**src/rtl/seq_addsub.sv**
```systemverilog
// seq_addsub -- multi-cycle adder/subtractor.
//
// Works through the WIDTH-bit operands CHUNK bits per clock, LSB first. The
// carry between chunks is held in a register. A start/busy/done handshake
// frames each operation. An operation takes N = WIDTH/CHUNK processing
// cycles plus one DONE cycle.
//
// Parameters:
//   WIDTH    operand/result width (>= 2)
//   CHUNK    bits processed per clock (must divide WIDTH)
//
// Ports:
//   clk       clock, rising edge
//   rst_n     synchronous active-low reset
//   start     request an operation (sampled in IDLE or DONE only)
//   sub       0: a + b + cin, 1: a - b (cin ignored)
//   a, b      operands, latched on the accepted start
//   cin       carry-in for add, latched on the accepted start
//   busy      high while the operation is running
//   done      one-cycle pulse when sum/cout/overflow become valid
//   sum       result, held until the next accepted start
//   cout      carry out of the MSB (sub: 1 = no borrow)
//   overflow  signed overflow (carry into MSB xor carry out of MSB)
//   zero      (only with SEQ_ADDSUB_ZERO_FLAG_EN) result was all zeros
//
// Optional feature macro: SEQ_ADDSUB_ZERO_FLAG_EN adds the zero output.

module seq_addsub #(
  parameter int WIDTH = 8,
  parameter int CHUNK = 1
) (
  input  logic             clk,
  input  logic             rst_n,
  input  logic             start,
  input  logic             sub,
  input  logic [WIDTH-1:0] a,
  input  logic [WIDTH-1:0] b,
  input  logic             cin,
  output logic             busy,
  output logic             done,
  output logic [WIDTH-1:0] sum,
  output logic             cout,
`ifdef SEQ_ADDSUB_ZERO_FLAG_EN
  output logic             zero,
`endif
  output logic             overflow
);

  localparam int N     = WIDTH / CHUNK;
  localparam int CNT_W = (N > 1) ? $clog2(N) : 1;

  typedef enum logic [1:0] {
    S_IDLE = 2'd0,
    S_RUN  = 2'd1,
    S_DONE = 2'd2
  } state_e;

  state_e             state_q, state_d;
  logic [WIDTH-1:0]   a_q, a_d;
  logic [WIDTH-1:0]   b_q, b_d;
  logic [WIDTH-1:0]   sum_q, sum_d;
  logic               carry_q, carry_d;
  logic [CNT_W-1:0]   cnt_q, cnt_d;
  logic               busy_q, busy_d;
  logic               done_q, done_d;
  logic               cout_q, cout_d;
  logic               ovf_q, ovf_d;
`ifdef SEQ_ADDSUB_ZERO_FLAG_EN
  logic               zero_q, zero_d;
`endif

  // Chunk adder: low CHUNK bits of A and B plus the running carry.
  logic [CHUNK:0]       chunk_add_s;
  logic [CHUNK-1:0]     chunk_sum_s;
  logic                 chunk_cout_s;
  logic                 msb_cin_s;
  logic [WIDTH+CHUNK-1:0] sum_shift_s;

  assign chunk_add_s  = {1'b0, a_q[CHUNK-1:0]} + {1'b0, b_q[CHUNK-1:0]}
                      + {{CHUNK{1'b0}}, carry_q};
  assign chunk_sum_s  = chunk_add_s[CHUNK-1:0];
  assign chunk_cout_s = chunk_add_s[CHUNK];
  // Carry into the top bit of this chunk, recovered from that bit's sum.
  // Only meaningful on the final chunk, where it is the carry into the MSB.
  assign msb_cin_s    = a_q[CHUNK-1] ^ b_q[CHUNK-1] ^ chunk_sum_s[CHUNK-1];
  // Concatenate then slice so CHUNK == WIDTH needs no zero-width part-select.
  assign sum_shift_s  = {chunk_sum_s, sum_q};

  // Next-state and datapath update for the IDLE/RUN/DONE controller.
  always_comb begin
    state_d = state_q;
    a_d     = a_q;
    b_d     = b_q;
    sum_d   = sum_q;
    carry_d = carry_q;
    cnt_d   = cnt_q;
    cout_d  = cout_q;
    ovf_d   = ovf_q;
`ifdef SEQ_ADDSUB_ZERO_FLAG_EN
    zero_d  = zero_q;
`endif

    case (state_q)
      S_IDLE, S_DONE: begin
        if (start) begin
          a_d     = a;
          // Subtract as a + ~b + 1.
          b_d     = sub ? ~b : b;
          carry_d = sub ? 1'b1 : cin;
          cnt_d   = {CNT_W{1'b0}};
          state_d = S_RUN;
        end else begin
          state_d = S_IDLE;
        end
      end
      S_RUN: begin
        a_d     = a_q >> CHUNK;
        b_d     = b_q >> CHUNK;
        sum_d   = sum_shift_s[WIDTH+CHUNK-1:CHUNK];
        carry_d = chunk_cout_s;
        cnt_d   = cnt_q + {{(CNT_W-1){1'b0}}, 1'b1};
        if (cnt_q == CNT_W'(N - 1)) begin
          cout_d  = chunk_cout_s;
          ovf_d   = msb_cin_s ^ chunk_cout_s;
`ifdef SEQ_ADDSUB_ZERO_FLAG_EN
          zero_d  = (sum_shift_s[WIDTH+CHUNK-1:CHUNK] == {WIDTH{1'b0}});
`endif
          state_d = S_DONE;
        end else begin
          state_d = S_RUN;
        end
      end
      default: begin
        state_d = S_IDLE;
      end
    endcase

    // Status outputs are registered copies of the next state.
    busy_d = (state_d == S_RUN);
    done_d = (state_d == S_DONE);
  end

  // State and datapath registers with synchronous active-low reset.
  always_ff @(posedge clk) begin
    if (!rst_n) begin
      state_q <= S_IDLE;
      a_q     <= {WIDTH{1'b0}};
      b_q     <= {WIDTH{1'b0}};
      sum_q   <= {WIDTH{1'b0}};
      carry_q <= 1'b0;
      cnt_q   <= {CNT_W{1'b0}};
      busy_q  <= 1'b0;
      done_q  <= 1'b0;
      cout_q  <= 1'b0;
      ovf_q   <= 1'b0;
`ifdef SEQ_ADDSUB_ZERO_FLAG_EN
      zero_q  <= 1'b0;
`endif
    end else begin
      state_q <= state_d;
      a_q     <= a_d;
      b_q     <= b_d;
      sum_q   <= sum_d;
      carry_q <= carry_d;
      cnt_q   <= cnt_d;
      busy_q  <= busy_d;
      done_q  <= done_d;
      cout_q  <= cout_d;
      ovf_q   <= ovf_d;
`ifdef SEQ_ADDSUB_ZERO_FLAG_EN
      zero_q  <= zero_d;
`endif
    end
  end

  assign busy     = busy_q;
  assign done     = done_q;
  assign sum      = sum_q;
  assign cout     = cout_q;
  assign overflow = ovf_q;
`ifdef SEQ_ADDSUB_ZERO_FLAG_EN
  assign zero     = zero_q;
`endif

endmodule

```
**config.mk**
```make
export PLATFORM = sky130hd
export DESIGN_NAME = seq_addsub
export DESIGN_NICKNAME = d
export VERILOG_FILES = /design/src/rtl/seq_addsub.sv
export SDC_FILE = /design/constraint.sdc
export NUM_CORES = 1
export LEC_CHECK = 0
export ABC_AREA = 1
export BUFFER_PORTS_ARGS = -buffer_cell sky130_fd_sc_hd__buf_2
export CAP_MARGIN = 5
export CORE_MARGIN = 4
export CORE_UTILIZATION = 57
export CTS_BUF_LIST = sky130_fd_sc_hd__clkbuf_8 sky130_fd_sc_hd__clkbuf_16
export DETAILED_ROUTE_END_ITERATION = 10
export PLACE_DENSITY = 0.83
export REMOVE_ABC_BUFFERS = 1
export SETUP_SLACK_MARGIN = 0.5
export SLEW_MARGIN = 15
export SYNTH_ARGS = -nofsm -noshare
export SYNTH_HDL_FRONTEND = slang
export SYNTH_SLANG_ARGS = --single-unit
```
**constraint.sdc**
```tcl
create_clock -name clk -period 2.2 [get_ports clk]
set_input_delay 0.11 -clock clk [delete_from_list [all_inputs] [get_ports clk]]
set_output_delay 0.11 -clock clk [all_outputs]
set_load 0.01 [all_outputs]
```
==> flow_summary.json <==
{
  "critPathRequiredTime_ns": 2.38,
  "pre_cts_ws_ns": 0.800,
  "postCtsSetupRepairBufs": 0,
  "use_met2": 0.287,
  "regArea_sq_um": 681,
  "cts_tree": "built",
  "rsz0062_at_grt": "no",
  "dieWidth_um": 60.2,
  "antenna_found_initial": 0,
  "path_class": "register to register",
  "synthCells": 214,
  "ios": 33,
  "slew_headroom": 0.662,
  "wl_per_cell_um": 10.4,
  "drtIter0Drc": 63,
  "grt_first_pass_wirelength_um": 4830,
  "clkPwrFrac": 0.341,
  "cp_max_fo": 5,
  "cts_hold_buf": 0,
  "post-route-period-util": 0.650,
  "cp.arrival_ns": 1.60,
  "syn_to_final_growth_pct": 13.9,
  "use_met3": 0.0734,
  "top_usage_layer": "met2",
  "htree_levels": 2,
  "place.gp.congestion": 0.753,
  "io_buffers": 32,
  "synth_cell_types": 23,
  "hpwlAfterDp_um": 1910,
  "final_hold_viol_count": 0,
  "ys_ff_latch": 34,
  "ys_seq_area_frac": 0.438,
  "timing.hold.ws_ns": 0.0793,
  "die_y_um": 60.2,
  "coreArea_sq_mm": 0.00254,
  "path_clk_slew_ns": 0.06,
  "ant_nets": 0,
  "start_util": 0.610,
  "crit_path_end_kind": "register",
  "nets": 267,
  "diodes": 0,
  "routed_wl_um": 2840,
  "firstDrtPassIters": 4,
  "tightest_slew_ns": 0.507,
  "cts_buffer_depth": 2,
  "p_int_w": 0.000990,
  "cts.sinks": 34,
  "pwr-share-comb": 0.159,
  "fillerInstances": 225,
  "finalSetupViolations": 0,
  "max_freq_mhz": 700,
  "ctsResizeCount": 0,
  "multi_input_area_sq_um": 721,
  "status": "complete, no violations",
  "vias": 1335,
  "critPathLaunchType": "register",
  "yosysWarningCount": 0,
  "avgSynthCellArea_sq_um": 7.26,
  "drive_gt1_frac": 0.209,
  "p_leak_nw": 0.916,
  "timing.final.crit_period_ns": 1.43,
  "fin_ws_ns": 0.771,
  "p_seq_frac": 0.500,
  "drv_slew": 0,
  "setup_tns_ns": 0,
  "maxCapViolations": 0,
  "yosysTopAreaCell": "dfxtp_1",
  "hp-class": "input port to register",
  "cts_root_buf": "clkbuf_8",
  "clk_latency_ns": 0.29,
  "grt_pass1_vias": 1161,
  "synth_top_area_frac": 0.438,
  "grt_max_degree": 28,
  "viasPerCell": 4.87,
  "synth.area.top_cells": "dfxtp_1 (44%), nand2_1 (14%), nor2_1 (7.0%)",
  "cts_buffers": 5,
  "ir_worst_vdd_mv": 0.649,
  "power_switching_share": 0.276,
  "p_sw_w": 0.000378,
  "dieArea_sq_mm": 0.00362,
  "overflow": 0,
  "skew_ns": 0.00325,
  "met1_usage": 0.214,
  "grtUsageTotal": 0.179,
  "mappedNetlistArea_sq_mm": 0.00155,
  "power_density_mw_per_mm2": 774,
  "core.rowCount": 18,
  "drc": 0
}
-- critical path: stages, from the launching register on --
cell,delay [ns]
dfxtp_1,0.43
fa_1,0.50
inv_1,0.11
nand2_1,0.06
nand2_1,0.06
nand2_1,0.05
nand2_1,0.06
a21oi_1,0.05
-- stage by stage --
stage          utilization  instance area, sq um  power, W  cells
6_report             0.695                  1770   0.00137    274
3_5_place_dp         0.659                  1680  0.000915    266
3_3_place_gp         0.659                  1680  0.000909    266
4_1_cts              0.695                  1770   0.00138    274
2_1_floorplan            -                  1480  0.000844    204
5_1_grt              0.695                  1770   0.00145    274
-- worst paths after layout --
| path | to | startpoint | slack [ns] | cells after the start |
|---|---|---|---|---|
| worst min register to register | a_q[7]$_SDFFE_PN0P_ | a_q[7]$_SDFFE_PN0P_ | 0.47 | 2 |
| worst min-delay path | a_q[7]$_SDFFE_PN0P_ | a[7] | 0.08 | 3 |
| worst max-delay path | overflow$_SDFFE_PN0P_ | b_q[0]$_SDFFE_PN0P_ | 0.77 | 7 |
| worst max register to register | overflow$_SDFFE_PN0P_ | b_q[0]$_SDFFE_PN0P_ | 0.77 | 7 |
-- cell type report --
class	instances	area share
Clock inverter	2	0.00495
Inverter	20	0.0439
Tap cell	30	0.0212
Sequential cell	34	0.385
Multi-Input combinational cell	150	0.408
Timing Repair Buffer	32	0.0906
Clock buffer	6	0.0467
-- synth_stat cells --
master and n:
nand3_1 17, nand2_2 5, buf_8 1, inv_4 1
dfxtp_1 34, buf_6 2, a21oi_2 1, buf_2 5
nand2_4 1, or2_2 2, o21ai_0 11, buf_4 1
fa_1 1, a211oi_1 2, nor2_1 29, inv_1 17
nand2_1 59, xnor2_1 1, xor2_1 6, a21oi_1 13
ha_1 2, clkbuf_1 1, inv_2 2
-- cells in the final DEF (no fill, tap or decap), types with 5 or more instances in the layout --
master,instances
nor2_1,29
nand2_1,59
nand3_1,17
xor2_1,6
buf_2,32
a21oi_1,13
dfxtp_1,34
clkbuf_8,6
inv_1,18
o21ai_0,11
nand2_2,5
-- flip-flops by register name, indices dropped and copies added, names as in the netlist --
register,flops
a_q,8
b_q,8
state_q,2
cout,1
sum,8
cnt_q,3
done,1
overflow,1
busy,1
carry_q,1
-- cells by family after synthesis --
| logic type | after synthesis | share of synthesized area |
|---|---|---|
| flip-flops | 34 | 0.438 |
| AO/OA/AOI/OAI | 27 | 0.0927 |
| adder cells (fa/ha/maj) | 3 | 0.0290 |
| XOR/XNOR | 7 | 0.0395 |
| buffers and inverters | 30 | 0.0975 |
| AND/OR/NAND/NOR | 113 | 0.303 |
-- power by group through the flow --
stage / logic [W] / registers, W / clock network (W)
floorplan: 0.000144 / 0.000700 / 0
global placement: 0.000213 / 0.000696 / 0
detailed placement: 0.000217 / 0.000698 / 0
CTS: 0.000219 / 0.000684 / 0.000477
global route: 0.000251 / 0.000689 / 0.000509
finish: 0.000217 / 0.000684 / 0.000467
-- layer usage --
layer / vias up / share of wire
met5: - / 0
met4: 0 / 0.014
met3: 3 / 0.066
met2: 30 / 0.48
met1: 578 / 0.44
li1: 724 / -
Note: power is estimated with default switching activity, not from simulation.
